## src/rtl/ad9122_spi_arbiter.sv

```systemverilog
// Three-port round-robin arbiter in front of an AD9122 SPI word engine.
// One command in flight; each grant gets exactly one response (data or timeout).
module ad9122_spi_arbiter #(
  parameter int GAP_CYCLES     = 4,
  parameter int TIMEOUT_CYCLES = 4096
) (
  input  logic        clk_in,
  input  logic        rst,
  input  logic [2:0]  req_valid,
  output logic [2:0]  req_ready,
  input  logic [2:0]  req_rw,
  input  logic [20:0] req_addr,
  input  logic [23:0] req_wdata,
  output logic [2:0]  rsp_valid,
  output logic [7:0]  rsp_rdata,
  output logic        rsp_err,
  output logic        spi_cmd_valid,
  input  logic        spi_cmd_ready,
  output logic [15:0] spi_cmd_word,
  input  logic        spi_done,
  input  logic [7:0]  spi_rdata,
  output logic        busy,
  output logic [1:0]  grant_id
);

  typedef enum logic [2:0] {
    IDLE,
    ISSUE,
    WAIT_DONE,
    RESPOND,
    GAP
  } state_t;

  localparam int TW = $clog2(TIMEOUT_CYCLES + 1);
  localparam int GW = (GAP_CYCLES > 1) ? $clog2(GAP_CYCLES) : 1;
  localparam logic [TW-1:0] TO_MAX = TW'(TIMEOUT_CYCLES);
  localparam logic [GW-1:0] GAP_LAST =
    GW'((GAP_CYCLES > 0) ? GAP_CYCLES - 1 : 0);

  state_t        state_q, state_d;
  logic [1:0]    last_grant_q, last_grant_d;
  logic [1:0]    grant_q, grant_d;
  logic          cmd_valid_q, cmd_valid_d;
  logic [15:0]   cmd_word_q, cmd_word_d;
  logic          is_rd_q, is_rd_d;
  logic [2:0]    rsp_valid_q, rsp_valid_d;
  logic [7:0]    rdata_q, rdata_d;
  logic          err_q, err_d;
  logic [TW-1:0] tcnt_q, tcnt_d;
  logic [GW-1:0] gcnt_q, gcnt_d;
  logic          busy_q, busy_d;

  logic [1:0]    sel;
  logic          sel_hit;
  logic          sel_rw;
  logic [6:0]    sel_addr;
  logic [7:0]    sel_wdata;

  function automatic logic [1:0] rr_port(
    input logic [1:0] last,
    input int         k
  );
    int p;
    p = (int'(last) + 1 + k) % 3;
    return 2'(p);
  endfunction

  function automatic logic [2:0] onehot(input logic [1:0] p);
    return 3'b001 << p;
  endfunction

  // Scan from the farthest candidate down so the nearest one wins.
  always_comb begin
    sel     = 2'd0;
    sel_hit = 1'b0;
    for (int k = 2; k >= 0; k--) begin
      if (req_valid[rr_port(last_grant_q, k)]) begin
        sel     = rr_port(last_grant_q, k);
        sel_hit = 1'b1;
      end
    end
  end

  always_comb begin
    unique case (sel)
      2'd1: begin
        sel_rw    = req_rw[1];
        sel_addr  = req_addr[13:7];
        sel_wdata = req_wdata[15:8];
      end
      2'd2: begin
        sel_rw    = req_rw[2];
        sel_addr  = req_addr[20:14];
        sel_wdata = req_wdata[23:16];
      end
      default: begin
        sel_rw    = req_rw[0];
        sel_addr  = req_addr[6:0];
        sel_wdata = req_wdata[7:0];
      end
    endcase
  end

  // Accept is combinational so a request withdrawn before the edge is never taken.
  assign req_ready = (state_q == IDLE && sel_hit && !rst)
                     ? onehot(sel) : 3'b000;

  always_comb begin
    state_d      = state_q;
    last_grant_d = last_grant_q;
    grant_d      = grant_q;
    cmd_valid_d  = cmd_valid_q;
    cmd_word_d   = cmd_word_q;
    is_rd_d      = is_rd_q;
    rsp_valid_d  = 3'b000;
    rdata_d      = rdata_q;
    err_d        = err_q;
    tcnt_d       = tcnt_q;
    gcnt_d       = gcnt_q;
    unique case (state_q)
      IDLE: begin
        if (sel_hit) begin
          grant_d      = sel;
          last_grant_d = sel;
          is_rd_d      = sel_rw;
          cmd_word_d   = sel_rw ? {1'b1, sel_addr, 8'h00}
                                : {1'b0, sel_addr, sel_wdata};
          cmd_valid_d  = 1'b1;
          tcnt_d       = '0;
          state_d      = ISSUE;
        end
      end
      ISSUE: begin
        if (tcnt_q == TO_MAX) begin
          cmd_valid_d = 1'b0;
          rdata_d     = 8'h00;
          err_d       = 1'b1;
          rsp_valid_d = onehot(grant_q);
          state_d     = RESPOND;
        end else begin
          tcnt_d = tcnt_q + 1'b1;
          if (spi_cmd_ready) begin
            cmd_valid_d = 1'b0;
            state_d     = WAIT_DONE;
          end
        end
      end
      WAIT_DONE: begin
        if (spi_done) begin
          rdata_d     = is_rd_q ? spi_rdata : 8'h00;
          err_d       = 1'b0;
          rsp_valid_d = onehot(grant_q);
          state_d     = RESPOND;
        end else if (tcnt_q == TO_MAX) begin
          rdata_d     = 8'h00;
          err_d       = 1'b1;
          rsp_valid_d = onehot(grant_q);
          state_d     = RESPOND;
        end else begin
          tcnt_d = tcnt_q + 1'b1;
        end
      end
      RESPOND: begin
        gcnt_d = '0;
        if (GAP_CYCLES == 0) state_d = IDLE;
        else                 state_d = GAP;
      end
      GAP: begin
        if (gcnt_q == GAP_LAST) state_d = IDLE;
        else                    gcnt_d  = gcnt_q + 1'b1;
      end
      default: state_d = IDLE;
    endcase
    busy_d = (state_d != IDLE);
  end

  always_ff @(posedge clk_in or posedge rst) begin
    if (rst) begin
      state_q      <= IDLE;
      last_grant_q <= 2'd2;
      grant_q      <= 2'd0;
      cmd_valid_q  <= 1'b0;
      cmd_word_q   <= 16'h0000;
      is_rd_q      <= 1'b0;
      rsp_valid_q  <= 3'b000;
      rdata_q      <= 8'h00;
      err_q        <= 1'b0;
      tcnt_q       <= '0;
      gcnt_q       <= '0;
      busy_q       <= 1'b0;
    end else begin
      state_q      <= state_d;
      last_grant_q <= last_grant_d;
      grant_q      <= grant_d;
      cmd_valid_q  <= cmd_valid_d;
      cmd_word_q   <= cmd_word_d;
      is_rd_q      <= is_rd_d;
      rsp_valid_q  <= rsp_valid_d;
      rdata_q      <= rdata_d;
      err_q        <= err_d;
      tcnt_q       <= tcnt_d;
      gcnt_q       <= gcnt_d;
      busy_q       <= busy_d;
    end
  end

  assign spi_cmd_valid = cmd_valid_q;
  assign spi_cmd_word  = cmd_word_q;
  assign rsp_valid     = rsp_valid_q;
  assign rsp_rdata     = rdata_q;
  assign rsp_err       = err_q;
  assign busy          = busy_q;
  assign grant_id      = grant_q;

endmodule
```

## config.mk

```make
export PLATFORM = sky130hd
export DESIGN_NAME = ad9122_spi_arbiter
export DESIGN_NICKNAME = d
export VERILOG_FILES = /design/src/rtl/ad9122_spi_arbiter.sv
export SDC_FILE = /design/constraint.sdc
export NUM_CORES = 1
export LEC_CHECK = 0
export CORE_MARGIN = 3
export CORE_UTILIZATION = 40
export DETAILED_ROUTE_END_ITERATION = 7
export PLACE_DENSITY_LB_ADDON = 0.08
export SLEW_MARGIN = 20
export SYNTH_ARGS = -nofsm -noshare
export SYNTH_HDL_FRONTEND = slang
export SYNTH_SLANG_ARGS = --single-unit
```

## constraint.sdc

```tcl
create_clock -name clk_in -period 3.7 [get_ports clk_in]
set_input_delay 0.555 -clock clk_in [delete_from_list [all_inputs] [get_ports clk_in]]
set_output_delay 0.555 -clock clk_in [all_outputs]
set_load 0.03 [all_outputs]
```

==> results of run 1 <==
through the flow:
step / area (um2) / setup slack (ns) / power, uW
6_report: 4090 / 0.269 / 3260
3_5_place_dp: 3960 / 0.115 / 2840
5_1_grt: 4090 / 0.00434 / 3540
3_3_place_gp: 3960 / 0.141 / 2800
4_1_cts: 4090 / 0.0520 / 3290
2_1_floorplan: 2910 / 0.111 / 2230
worst max-delay path by stage:
stage | startpoint | to | cells past startpoint
after floorplan | last_grant_q[0] | req_ready[1] | 11
after detailed placement | req_valid[2] | req_ready[1] | 7
final | last_grant_q[0] | req_ready[1] | 10
after global placement | req_valid[2] | req_ready[1] | 7
after CTS | last_grant_q[0] | req_ready[0] | 10
after global routing | last_grant_q[0] | req_ready[1] | 10
metal layers:
layer  vias to the layer above  global-route usage, %  wire, um  part of all wire, %
li1                       1346                      -         -                    -
met1                      1240                   23.1      3250                   44
met2                        77                   29.1      3450                   47
met3                         6                   5.55       552                  7.5
met4                         0                   4.90        82                  1.1
met5                         -                      0         0                    0
critical path: stages (launching register included):
cell and delay, ns:
dfrtp_1 0.47, inv_1 0.10, ha_1 0.32, buf_4 0.17, o211ai_1 0.22, a2bb2oi_1 0.18, o22ai_1 0.16, inv_1 0.11
ha_1 0.16, nor3b_1 0.27, clkdlybuf4s15_1 0.42
cell type report:
type                       count  area, um2  area share, %
multi-input combinational    235       1480           36.2
sequential                    51       1280           31.2
timing repair buffer         105       1030           25.2
tap                           96        120           2.94
clock buffer                   6       72.6           1.77
clock inverter                 2       60.1           1.47
inverter                      12       46.3           1.13
what timing repair did:
action	CTS	global route
setup endpoints to repair	2	2
resized for setup	2	2
cloned	0	0
state kept, by name, indices dropped and copies added, names as in the netlist:
register	count
spi_cmd_word	16
busy	1
rsp_rdata	8
gcnt_q	2
rsp_err	1
state_q	3
rsp_valid	3
tcnt_q	13
grant_id	1
spi_cmd_valid	1
last_grant_q	2
cells in the mapped netlist, drive strengths merged (3+ instances only):
cell type,number
a22o,10
nor2,12
nor4,4
o31ai,8
mux2,5
buf,11
or3,6
ha,9
o211ai,3
o21ai,29
dfrtp,50
clkbuf,10
a21oi,10
a21o,3
a211o,3
and3,3
nor3b,5
nor3,7
nand2,53
nand2b,7
nor2b,4
or4,3
inv,12
a22oi,18
nand3,7
cell usage in the layout (no fill, tap or decap), types with 5 or more instances in the layout:
master,count
mux2_2,5
nor2_1,12
o21ai_0,28
clkdlybuf4s50_1,94
a22oi_1,16
nand3_1,7
nand2_1,53
dfrtp_1,50
a22o_1,10
clkbuf_8,5
nor3b_1,5
a21oi_1,10
nand2b_1,7
o31ai_1,8
ha_1,9
inv_1,11
buf_4,8
or3_1,6
nor3_1,7
power breakdown:
part / switching, uW / internal, uW
registers: 120 / 730
logic: 1150 / 807
clock network: 183 / 270
total: 1460 / 1810
kinds of logic (layout without fill, tap and decap cells):
| kind of cell | after synthesis | in the layout |
|---|---|---|
| AOI/OAI and AO/OA | 102 | 102 |
| adders and majority gates | 9 | 9 |
| buffers and inverters | 33 | 125 |
| DFF | 51 | 51 |
| muxes | 7 | 7 |
| and+or+nand+nor | 117 | 117 |
==> results.cfg, run 1 <==
[detailed_routing]
wire_per_inst_um = 14.5
wl_mm = 7.34
antenna_left = 0
vias = 2669
drt_iter0_drc = 95
vias_per_cell = 5.26
first_pass_iters = 4
drc = 0

[sta]
fmax_mhz = 291
final-setup-viol-count = 0
hold_viol_final = 0
finalMaxSlewViolations = 0
timing.final.crit_share_pct = 92.7
rsz0062_at_grt = no
final.setup_skew_ns = 0.0125
relSlewSlack_pct = 40.5
worst_pin_slew_ns = 0.885
final.min_clock_period_ns = 3.43
tns_ns = 0
hold_ws_ns = 0.483

[pwr]
max-vdd-ir-drop_mv = 0.555
power.leakage_uw = 0.00178
power_per_cell_area_mw_per_mm2 = 798

[global_route]
grt_pass1_vias = 2602
grt_overflow = 0
antenna_found_initial = 0
grt_use_total_pct = 17.9
grt_max_degree = 52
grt_pass1_wl_mm = 12.3

[logic_synthesis]
syn_inst = 319
synth_mux_area_share_pct = 2.63
avgSynthCellArea_um2 = 9.11
yosys_warnings = 0
synthSimpleGateAreaFrac_pct = 20.1
synthesis.nets = 391
ys_top_cells_by_area = dfrtp_1, nand2_1, o21ai_0, a22oi_1, ha_1
synth.cell_area_mm2 = 0.00291
synth-seq-area-share_pct = 44.0
synth_compound_area_share_pct = 24.4
synth_top_area_cell = dfrtp_1
synth_seq_cells = 51
synthFlopType = dfrtp_1
synth_edf_count = 0
async_reset_ff_share_pct = 100
synth_top_area_share_pct = 43.1
yosysUniqueCellTypes = 50
synth_top_family_by_area = compound AO/OA/AOI/OAI gates
synth_xor_area_share_pct = 0
synthAdderAreaFrac_pct = 3.88

[cts]
htree_levels = 2
clock_path_buffers = 2
clkTransAtPathRegs_ns = 0.09
cts_tree = built
cts_setup_buffers = 0
clk_latency_ns = 0.30
hold_buffers = 0
clock-sinks = 51
cts-root-buf = clkbuf_8
cts_inserted_buffers = 5

[floorplanning]
core_area_mm2 = 0.00691
die_x_um = 91.2
fp.dieH_um = 91.2
rows = 30
io_pins = 98
start_util_pct = 42.1
dieArea_mm2 = 0.00832

[cells_and_area]
instances_no_fill = 507
fillers = 647
antenna_cells = 0
final_layout_size_suffix_gt1_share_pct = 6.33
nNetsFinal = 482
fin_util_pct = 59.2
area_growth_pct = 40.8

[hold_path]
min_to = spi_cmd_word[9]
whs_path_depth = 2
hold_start = spi_cmd_word[9]
min_path_type = reg2reg

[critical_path]
r2r-start = last_grant_q[0]
crit_path_start_kind = flop
rrSetupSlack_ns = 0.56
critPathRequiredTime_ns = 3.14
worstSetupEndpointType = primary output
arrival_ns = 2.88
ff2ff_path_depth = 11
critPathKind = reg2out
reg2reg_to = spi_cmd_word[15]
worstPathMaxFanout = 9

[place]
finalWeightedCongestion = 0.842
dp_hpwl_mm = 5.53
port_buffers = 97
place_inst = 499

[outcome]
outcome = finished, final reports clean

[flow_run]
max-cap-violations = 0
No activity file was read; power rests on OpenSTA's default activity.
==> run 2, diff against run 1 <==
- ABC_CLOCK_PERIOD_IN_PS: default -> 3700
==> results of run 2 <==
The final DEF is identical to that of run 1; final timing and power are the same.
